<file path="config.mk">
export PLATFORM = sky130hd
export DESIGN_NAME = mem_port_arbiter
export DESIGN_NICKNAME = d
export VERILOG_FILES = /design/src/rtl/mem_port_arbiter.sv
export SDC_FILE = /design/constraint.sdc
export NUM_CORES = 1
export LEC_CHECK = 0
export ABC_AREA = 1
export CORE_MARGIN = 1
export CORE_UTILIZATION = 42
export DETAILED_ROUTE_END_ITERATION = 10
export GPL_TIMING_DRIVEN = 0
export PLACE_DENSITY = 0.91
export REMOVE_ABC_BUFFERS = 1
export SYNTH_ARGS = -nofsm -noshare
export SYNTH_HDL_FRONTEND = slang
export SYNTH_SLANG_ARGS = --single-unit
</file>
<file path="constraint.sdc">
create_clock -name clk_i -period 2 [get_ports clk_i]
set_clock_uncertainty 0.1 [all_clocks]
set_input_delay 0.4 -clock clk_i [delete_from_list [all_inputs] [get_ports clk_i]]
set_output_delay 0.4 -clock clk_i [all_outputs]
set_load 0.05 [all_outputs]
</file>
<file path="src/rtl/mem_port_arbiter.sv">
// Shares one single-ported memory bus between instruction fetch (I) and the memory stage (D).
// Latency: request seen in cycle N -> bus_req_o at N+1 -> done pulse at N+3 at the earliest.
// Backpressure: one transaction in flight; the losing or waiting port sees its stall_o held high.
module mem_port_arbiter #(
    parameter int XLEN       = 32,
    parameter int ADDR_W     = 32,
    parameter int STARVE_MAX = 4,
    parameter int TIMEOUT    = 255
) (
    input  logic                clk_i,
    input  logic                rst,
    input  logic                i_req_i,
    input  logic [ADDR_W-1:0]   i_addr_i,
    input  logic                i_flush_i,
    output logic                i_done_o,
    output logic [XLEN-1:0]     i_rdata_o,
    output logic                i_stall_o,
    input  logic                d_req_i,
    input  logic                d_we_i,
    input  logic [ADDR_W-1:0]   d_addr_i,
    input  logic [XLEN-1:0]     d_wdata_i,
    input  logic [XLEN/8-1:0]   d_wstrb_i,
    output logic                d_done_o,
    output logic [XLEN-1:0]     d_rdata_o,
    output logic                d_stall_o,
    output logic                bus_req_o,
    output logic                bus_we_o,
    output logic [ADDR_W-1:0]   bus_addr_o,
    output logic [XLEN-1:0]     bus_wdata_o,
    output logic [XLEN/8-1:0]   bus_wstrb_o,
    input  logic                bus_gnt_i,
    input  logic                bus_rvalid_i,
    input  logic [XLEN-1:0]     bus_rdata_i,
    output logic                err_o
);
    localparam logic [1:0] ST_IDLE = 2'd0;
    localparam logic [1:0] ST_ADDR = 2'd1;
    localparam logic [1:0] ST_DATA = 2'd2;
    localparam int SW = $clog2(STARVE_MAX + 1);
    localparam logic [SW-1:0] STARVE_LIM = SW'(STARVE_MAX);
    localparam logic [7:0] TO_LAST = (TIMEOUT > 0) ? 8'(TIMEOUT - 1) : 8'd0;

    logic [1:0]        state_q, state_d;
    logic              owner_i_q, owner_i_d;
    logic              flushed_q, flushed_d;
    logic [SW-1:0]     starve_q, starve_d;
    logic [7:0]        to_cnt_q, to_cnt_d;
    logic              bus_req_q, bus_req_d;
    logic              bus_we_q, bus_we_d;
    logic [ADDR_W-1:0] bus_addr_q, bus_addr_d;
    logic [XLEN-1:0]   bus_wdata_q, bus_wdata_d;
    logic [XLEN/8-1:0] bus_wstrb_q, bus_wstrb_d;
    logic              i_done_q, i_done_d;
    logic [XLEN-1:0]   i_rdata_q, i_rdata_d;
    logic              d_done_q, d_done_d;
    logic [XLEN-1:0]   d_rdata_q, d_rdata_d;
    logic              err_q, err_d;

    logic i_cand, pick_i, timeout_hit, finish, abort, i_dropped;

    assign i_cand      = i_req_i & ~i_flush_i;
    assign pick_i      = i_cand & (~d_req_i | (starve_q == STARVE_LIM));
    assign timeout_hit = (TIMEOUT > 0) && (to_cnt_q == TO_LAST);
    // A flush arriving in the completion cycle still suppresses the fetch result.
    assign i_dropped   = flushed_q | i_flush_i;
    assign finish      = (state_q == ST_DATA) & bus_rvalid_i;
    assign abort       = ~finish & timeout_hit & (state_q != ST_IDLE);

    always_comb begin
        state_d     = state_q;
        owner_i_d   = owner_i_q;
        flushed_d   = flushed_q;
        starve_d    = starve_q;
        to_cnt_d    = to_cnt_q;
        bus_req_d   = bus_req_q;
        bus_we_d    = bus_we_q;
        bus_addr_d  = bus_addr_q;
        bus_wdata_d = bus_wdata_q;
        bus_wstrb_d = bus_wstrb_q;
        i_done_d    = 1'b0;
        i_rdata_d   = '0;
        d_done_d    = 1'b0;
        d_rdata_d   = '0;
        err_d       = 1'b0;

        case (state_q)
            ST_IDLE: begin
                to_cnt_d  = 8'd0;
                flushed_d = 1'b0;
                if (d_req_i | i_cand) begin
                    state_d   = ST_ADDR;
                    bus_req_d = 1'b1;
                    owner_i_d = pick_i;
                    if (pick_i) begin
                        starve_d    = '0;
                        bus_we_d    = 1'b0;
                        bus_addr_d  = i_addr_i;
                        bus_wdata_d = '0;
                        bus_wstrb_d = '0;
                    end else begin
                        if (i_req_i && starve_q != STARVE_LIM) starve_d = starve_q + SW'(1);
                        bus_we_d    = d_we_i;
                        bus_addr_d  = d_addr_i;
                        bus_wdata_d = d_wdata_i;
                        bus_wstrb_d = d_wstrb_i;
                    end
                end
            end
            ST_ADDR, ST_DATA: begin
                to_cnt_d = to_cnt_q + 8'd1;
                if (owner_i_q & i_flush_i) flushed_d = 1'b1;
                if (finish | abort) begin
                    state_d   = ST_IDLE;
                    bus_req_d = 1'b0;
                    flushed_d = 1'b0;
                    to_cnt_d  = 8'd0;
                    err_d     = abort;
                    if (owner_i_q) begin
                        i_done_d  = ~i_dropped;
                        i_rdata_d = (finish & ~i_dropped) ? bus_rdata_i : '0;
                    end else begin
                        d_done_d  = 1'b1;
                        d_rdata_d = (finish & ~bus_we_q) ? bus_rdata_i : '0;
                    end
                end else if (state_q == ST_ADDR && bus_gnt_i) begin
                    state_d   = ST_DATA;
                    bus_req_d = 1'b0;
                end
            end
            default: state_d = ST_IDLE;
        endcase
    end

    always_ff @(posedge clk_i or negedge rst) begin
        if (!rst) begin
            state_q     <= ST_IDLE;
            owner_i_q   <= 1'b0;
            flushed_q   <= 1'b0;
            starve_q    <= '0;
            to_cnt_q    <= 8'd0;
            bus_req_q   <= 1'b0;
            bus_we_q    <= 1'b0;
            bus_addr_q  <= '0;
            bus_wdata_q <= '0;
            bus_wstrb_q <= '0;
            i_done_q    <= 1'b0;
            i_rdata_q   <= '0;
            d_done_q    <= 1'b0;
            d_rdata_q   <= '0;
            err_q       <= 1'b0;
        end else begin
            state_q     <= state_d;
            owner_i_q   <= owner_i_d;
            flushed_q   <= flushed_d;
            starve_q    <= starve_d;
            to_cnt_q    <= to_cnt_d;
            bus_req_q   <= bus_req_d;
            bus_we_q    <= bus_we_d;
            bus_addr_q  <= bus_addr_d;
            bus_wdata_q <= bus_wdata_d;
            bus_wstrb_q <= bus_wstrb_d;
            i_done_q    <= i_done_d;
            i_rdata_q   <= i_rdata_d;
            d_done_q    <= d_done_d;
            d_rdata_q   <= d_rdata_d;
            err_q       <= err_d;
        end
    end

    assign bus_req_o   = bus_req_q;
    assign bus_we_o    = bus_we_q;
    assign bus_addr_o  = bus_addr_q;
    assign bus_wdata_o = bus_wdata_q;
    assign bus_wstrb_o = bus_wstrb_q;
    assign i_done_o    = i_done_q;
    assign i_rdata_o   = i_rdata_q;
    assign d_done_o    = d_done_q;
    assign d_rdata_o   = d_rdata_q;
    assign err_o       = err_q;
    assign i_stall_o   = i_req_i & ~i_done_q;
    assign d_stall_o   = d_req_i & ~d_done_q;
endmodule
</file>
Word-level counts from Yosys, hierarchy flattened

Cells that the tools add are included.
Widths: inputs -> output; s select.

Add/sub/neg operators: 2
Equal/unequal tests: 8
Multiplexer cells: 35
Bitwise operators: 21
Reductions and logical operators: 12

Operator list:

| cell                | count |
|---|---|
| $mux 32             | 10 |
| $pmux 8 s2          | 1 |
| $mux 1              | 14 |
| $and 1x1->1         | 10 |
| $ne 3x3->1 const B  | 3 |
| $add 8x1->8 const B | 1 |
| $eq 8x8->1 const B  | 1 |
| $mux 8              | 1 |
| $not 1->1           | 7 |
| $mux 2              | 3 |
| $mux 3              | 2 |
| $reduce_and 2->1    | 3 |
| $reduce_and 3->1    | 2 |
| $reduce_bool 2->1   | 3 |
| $mux 4              | 1 |
| $or 1x1->1          | 4 |
| $pmux 1 s2          | 2 |
| $pmux 2 s2          | 1 |
| $add 3x1->3 const B | 1 |
| $eq 3x3->1 const B  | 1 |
| $eq 2x1->1 const B  | 1 |
| $eq 2x2->1 const B  | 1 |
| $logic_and 1x1->1   | 2 |
| $logic_not 2->1     | 1 |
| 2 further kinds     | 2 |

Flip-flop bits (word level): 152
Bits of input ports: 140

Longest topological paths before layout

Depth after elaboration: 8
Gate-level depth with buffers: 11
Depth with buffers taken out: 10

Worst setup path after synthesis

Ideal clock, no wire load.

Kind: register to output
From: reg d_done_q (netlist: d_done_o)
To: out d_stall_o
Arrival time: 1.280 ns
Data required time: 1.500 ns
Setup slack: 0.220 ns
Stages on the path, launching flop included: 2
Buffers on the path: 0
Cell sequence: dfrtp_1 nor2_1

Cells in the longest elaborated chain, start to end: 2

Ends and longest elaborated chain:

| element                | line | source |
|---|---|---|
| start, declared        | 55   | `logic d_done_q, d_done_d;` |
| start signal, assigned | 164  | `d_done_q <= d_done_d;` |
| $not 1->1              | 181  | `assign d_stall_o = d_req_i & ~d_done_q;` |
| $and 1x1->1            | 181  |  |
| end, declared          | 25   | `output logic d_stall_o,` |

Every way passes these cells.

Worst setup path after layout

From: reg state_q[0]
To: reg d_rdata_q[31] (netlist: d_rdata_o[31])

Cells in the longest elaborated chain, start to end: 8
Elaborated cells on any way between the ends: 14
Those cells by class: eq/ne (2); mux (4); bitwise (6); reduce/logical (2)

Ends and longest elaborated chain:

| element                  | line   | source |
|---|---|---|
| start, declared          | 43     | `logic [1:0] state_q, state_d;` |
| start signal, assigned   | 152    | `state_q <= state_d;` |
| $eq 2x2->1               | 66, 86 |  |
| $and 1x1->1              | 66     | `assign finish = (state_q == ST_DATA) & bus_rvalid_i;` |
| $not 1->1                | 67     | `assign abort = ~finish & timeout_hit & (state_q != ST_IDLE);` |
| $and 1x1->1 (2 in a row) | 67     |  |
| $or 1x1->1               | 112    | `if (finish \| abort) begin` |
| $mux 32                  | 112    |  |
| $mux 32 (*)              | 86     | `case (state_q)` |
| named net d_rdata_d[31]  | 56     | `logic [XLEN-1:0] d_rdata_q, d_rdata_d;` |
| end signal, assigned     | 165    | `d_rdata_q <= d_rdata_d;` |
| end, declared            | 56     |  |

Mark *: on every way through the listed nets, which the timed path passes. The rest lies on a longest branch.
A chain may end at the register's enable or synchronous reset.

==> impl_results.md <==
* Outcome: finished clean
* Vias at 5231
* Worst-Skew Late Latency at 0.42 ns
* Worst-path maximum fanout at 22
* PD cells at 1452 mW/mm2
* Area after DPL at 0.008946 mm2
* Max_slew headroom at 46.46%
* Fin. max-slew vios at 0
* Placer Congestion at 0.7657
* Nets at 980
* Prevailing post-synth register cell: dfrtp_1
* Worst R2R Path Depth at 7
* Slowest CP cell: dfrtp_1
* WP buf/inv at 3
* Post-DR vias/cell at 5.108
* Clock sinks at 152
* Layout cells sized above 1 at 11.14%
* H-tree levels at 4
* Tcrit/Tclk final at 95.98%
* Critical R2R Launch: state_q[0]
* Clk buf depth at 2
* Ant diodes at 0
* Routed len/inst at 17.81 um
* All-Layer GR Usage at 24.20%
* Synth-to-layout area growth at 58.05%
* CP most frequent cell: inv_1
* CTS tree: built
* Hold Path Sink: bus_addr_o[18]
* Multi-input logic area at 0.001996 mm2
* Mapped Cells at 555
* Register area share after synthesis at 62.58%
* Top-count cell post-synth: dfrtp_1
* Setup TNS at 0 ns
* Crit path cell chain: inv_1 > ha_2 > nand2_8 > inv_1 > nand2_4 > buf_12 > nor3_1
* IO Port Bufs at 278
* Vias in the first global route at 5195
* Total core area at 0.01399 mm2
* Unrepaired setup endpoints after global routing: yes
* Worst Hold Class: reg2reg
* Post-synth EDFFs at 0
* I/O Pins at 279
* Final ANT Viol Nets at 0
* FF/Latch Area at 0.003804 mm2
* Mapped Avg Cell Area at 10.95 um2
* Row cnt at 43
* Clock root cell: clkbuf_16
* Asr flop ratio synth at 100.0%
* VDD IR max at 0.8854 mV
* Hold path cells at 2
* Pre-CTS WS at -1.243 ns
* CP endpoint kind: register
* Initial Util at 43.45%
* Worst slew pin tran at 0.8030 ns
* Initial DRC Count at 326
* Synth top area cells: dfrtp_1, a22o_1, nor3_2
* Fill cell count at 1040
* Reg2reg end: d_rdata_o[31]
* Area leader, netlist: dfrtp_1
* F_max at 520.9 MHz
* Final Worst Setup Slack at 0.08038 ns
* Synth top area share at 62.58%
* 1st-pass router iterations at 8
* Startpoint class of the critical path: register
* Critical hold path startpoint: bus_addr_o[18]
* Fin util at 68.68%
* Cell Area, Synth at 0.006078 mm2
* WS Path Type: reg2reg
* Post-route cell area at 0.009607 mm2
* Synth warn at 0
* Clk pin slew, worst setup/hold paths at 0.06 ns
* Fin crit period at 1.920 ns
* Family with the most delay on the worst path: buffers and inverters
* Post-synth top cells: dfrtp_1, nand2_1, inv_1
* First-pass GRT wire length at 27090 um
* FF+latch count, synth at 152
* Cts bufs inserted at 17
* Gr ovfl total at 0
* Die Ht at 122.3 um
* Data required, critical path at 2.24 ns
* Critical path depth at 7
* HPWL Detailed at 11830 um
* Die X at 122.3 um
* Post-synth cell types at 29
* Max Cap Violations at 0
* Residual DRC at 0
* Largest net degree at the start of global routing at 89
* Arr. time, crit path at 2.16 ns
* Slack of the worst reg-to-reg path at 0.08 ns
* Min Hold Slack at 0.3802 ns
* Final hold violations at 0
* Initial antenna violation count at 0
* Critical Path Max Stage Delay at 0.41 ns
* Die area at 0.01496 mm2
* Setup Viol. Count Final at 0
* Total Wirelength at 18240 um
* Leak Pwr at 4.795 nW
==> flip-flops by register name, summed over array words and instances (netlist names) <==
signal / flops
bus_req_o: 1
state_q: 2
bus_we_o: 1
i_rdata_o: 32
err_o: 1
to_cnt_q: 8
i_done_o: 1
starve_q: 3
flushed_q: 1
bus_addr_o: 32
d_rdata_o: 32
bus_wdata_o: 32
bus_wstrb_o: 4
owner_i_q: 1
d_done_o: 1
==> stage by stage <==
stage               power, mW  cells
finish                  13.95   1024
global route            14.59   1024
CTS                     13.93   1021
detailed placement      10.77    983
global placement        10.61    981
floorplan               8.350    523
==> repair_timing <==
| item | CTS | global route |
|---|---|---|
| setup endpoints to repair | 288 | 106 |
| buffers inserted | 3 | 2 |
| cloned | 3 | 1 |
| gates resized for setup | 158 | 9 |
| hold buffers | 1 | 0 |
| hold endpoints to repair | 87 | 0 |
| pin swaps | 2 | 4 |
==> layer usage <==
layer	share of wire, %	vias up	GRT usage, %
li1	-	2414	-
met1	40	2555	29.10
met2	51	229	41.54
met3	7.1	33	6.180
met4	2.4	0	9.223
met5	0	-	0
==> tightest hold or removal path: stages (launching register included) <==
cell	delay (ns)
dfrtp_1	0.33
nand2_1	0.05
o21ai_0	0.06
==> layout by cell type, fill, tap and decap left out, types with 6 or more instances in the layout <==
| master | count |
|---|---|
| ha_1 | 6 |
| clkdlybuf4s50_1 | 138 |
| a21oi_1 | 7 |
| nor3_1 | 36 |
| nor3_2 | 30 |
| a22o_1 | 36 |
| o21ai_1 | 21 |
| nand2_1 | 55 |
| dlygate4sd2_1 | 137 |
| nor2_1 | 46 |
| clkbuf_16 | 17 |
| o21ai_0 | 47 |
| inv_1 | 50 |
| dfrtp_1 | 152 |
| nand3_1 | 9 |
==> worst max-delay path by stage <==
stage	slack (ns)	start	to
CTS	0.02	starve_q[0]	bus_wdata_o[27]
finish	0.08	state_q[0]	d_rdata_o[31]
global placement	-5.51	rst	to_cnt_q[1]
floorplan	-0.67	state_q[0]	d_rdata_o[0]
detailed placement	-1.24	bus_rvalid_i	d_rdata_o[0]
global route	-0.02	state_q[0]	to_cnt_q[1]
==> cell families (layout without fill, tap and decap cells) <==
group                      after synthesis  count (layout)  synth area share [%]
buffers and inverters                   86             371                 6.567
DFF                                    152             152                 62.58
AOI/OAI and AO/OA                      114             114                 11.67
xor gates and xnor gates                 5               5                0.7204
and+or+nand+nor                        190             194                 16.82
adders and majority gates                8               8                 1.647
==> layout make-up <==
class                           count  area share, %
Inverter                           54          2.292
Tap cell                          180          2.344
Clock buffer                       20          4.754
Timing Repair Buffer              286          28.47
Sequential cell                   152          39.59
Multi-Input combinational cell    321          20.77
Clock inverter                     11          1.771
==> power breakdown <==
group | internal, mW | total (mW) | switching [mW]
sequential | 3.86 | 4.33 | 0.470
combinational | 1.73 | 6.23 | 4.49
clock | 2.15 | 3.39 | 1.24
Note: power is estimated with default switching activity, not from simulation.
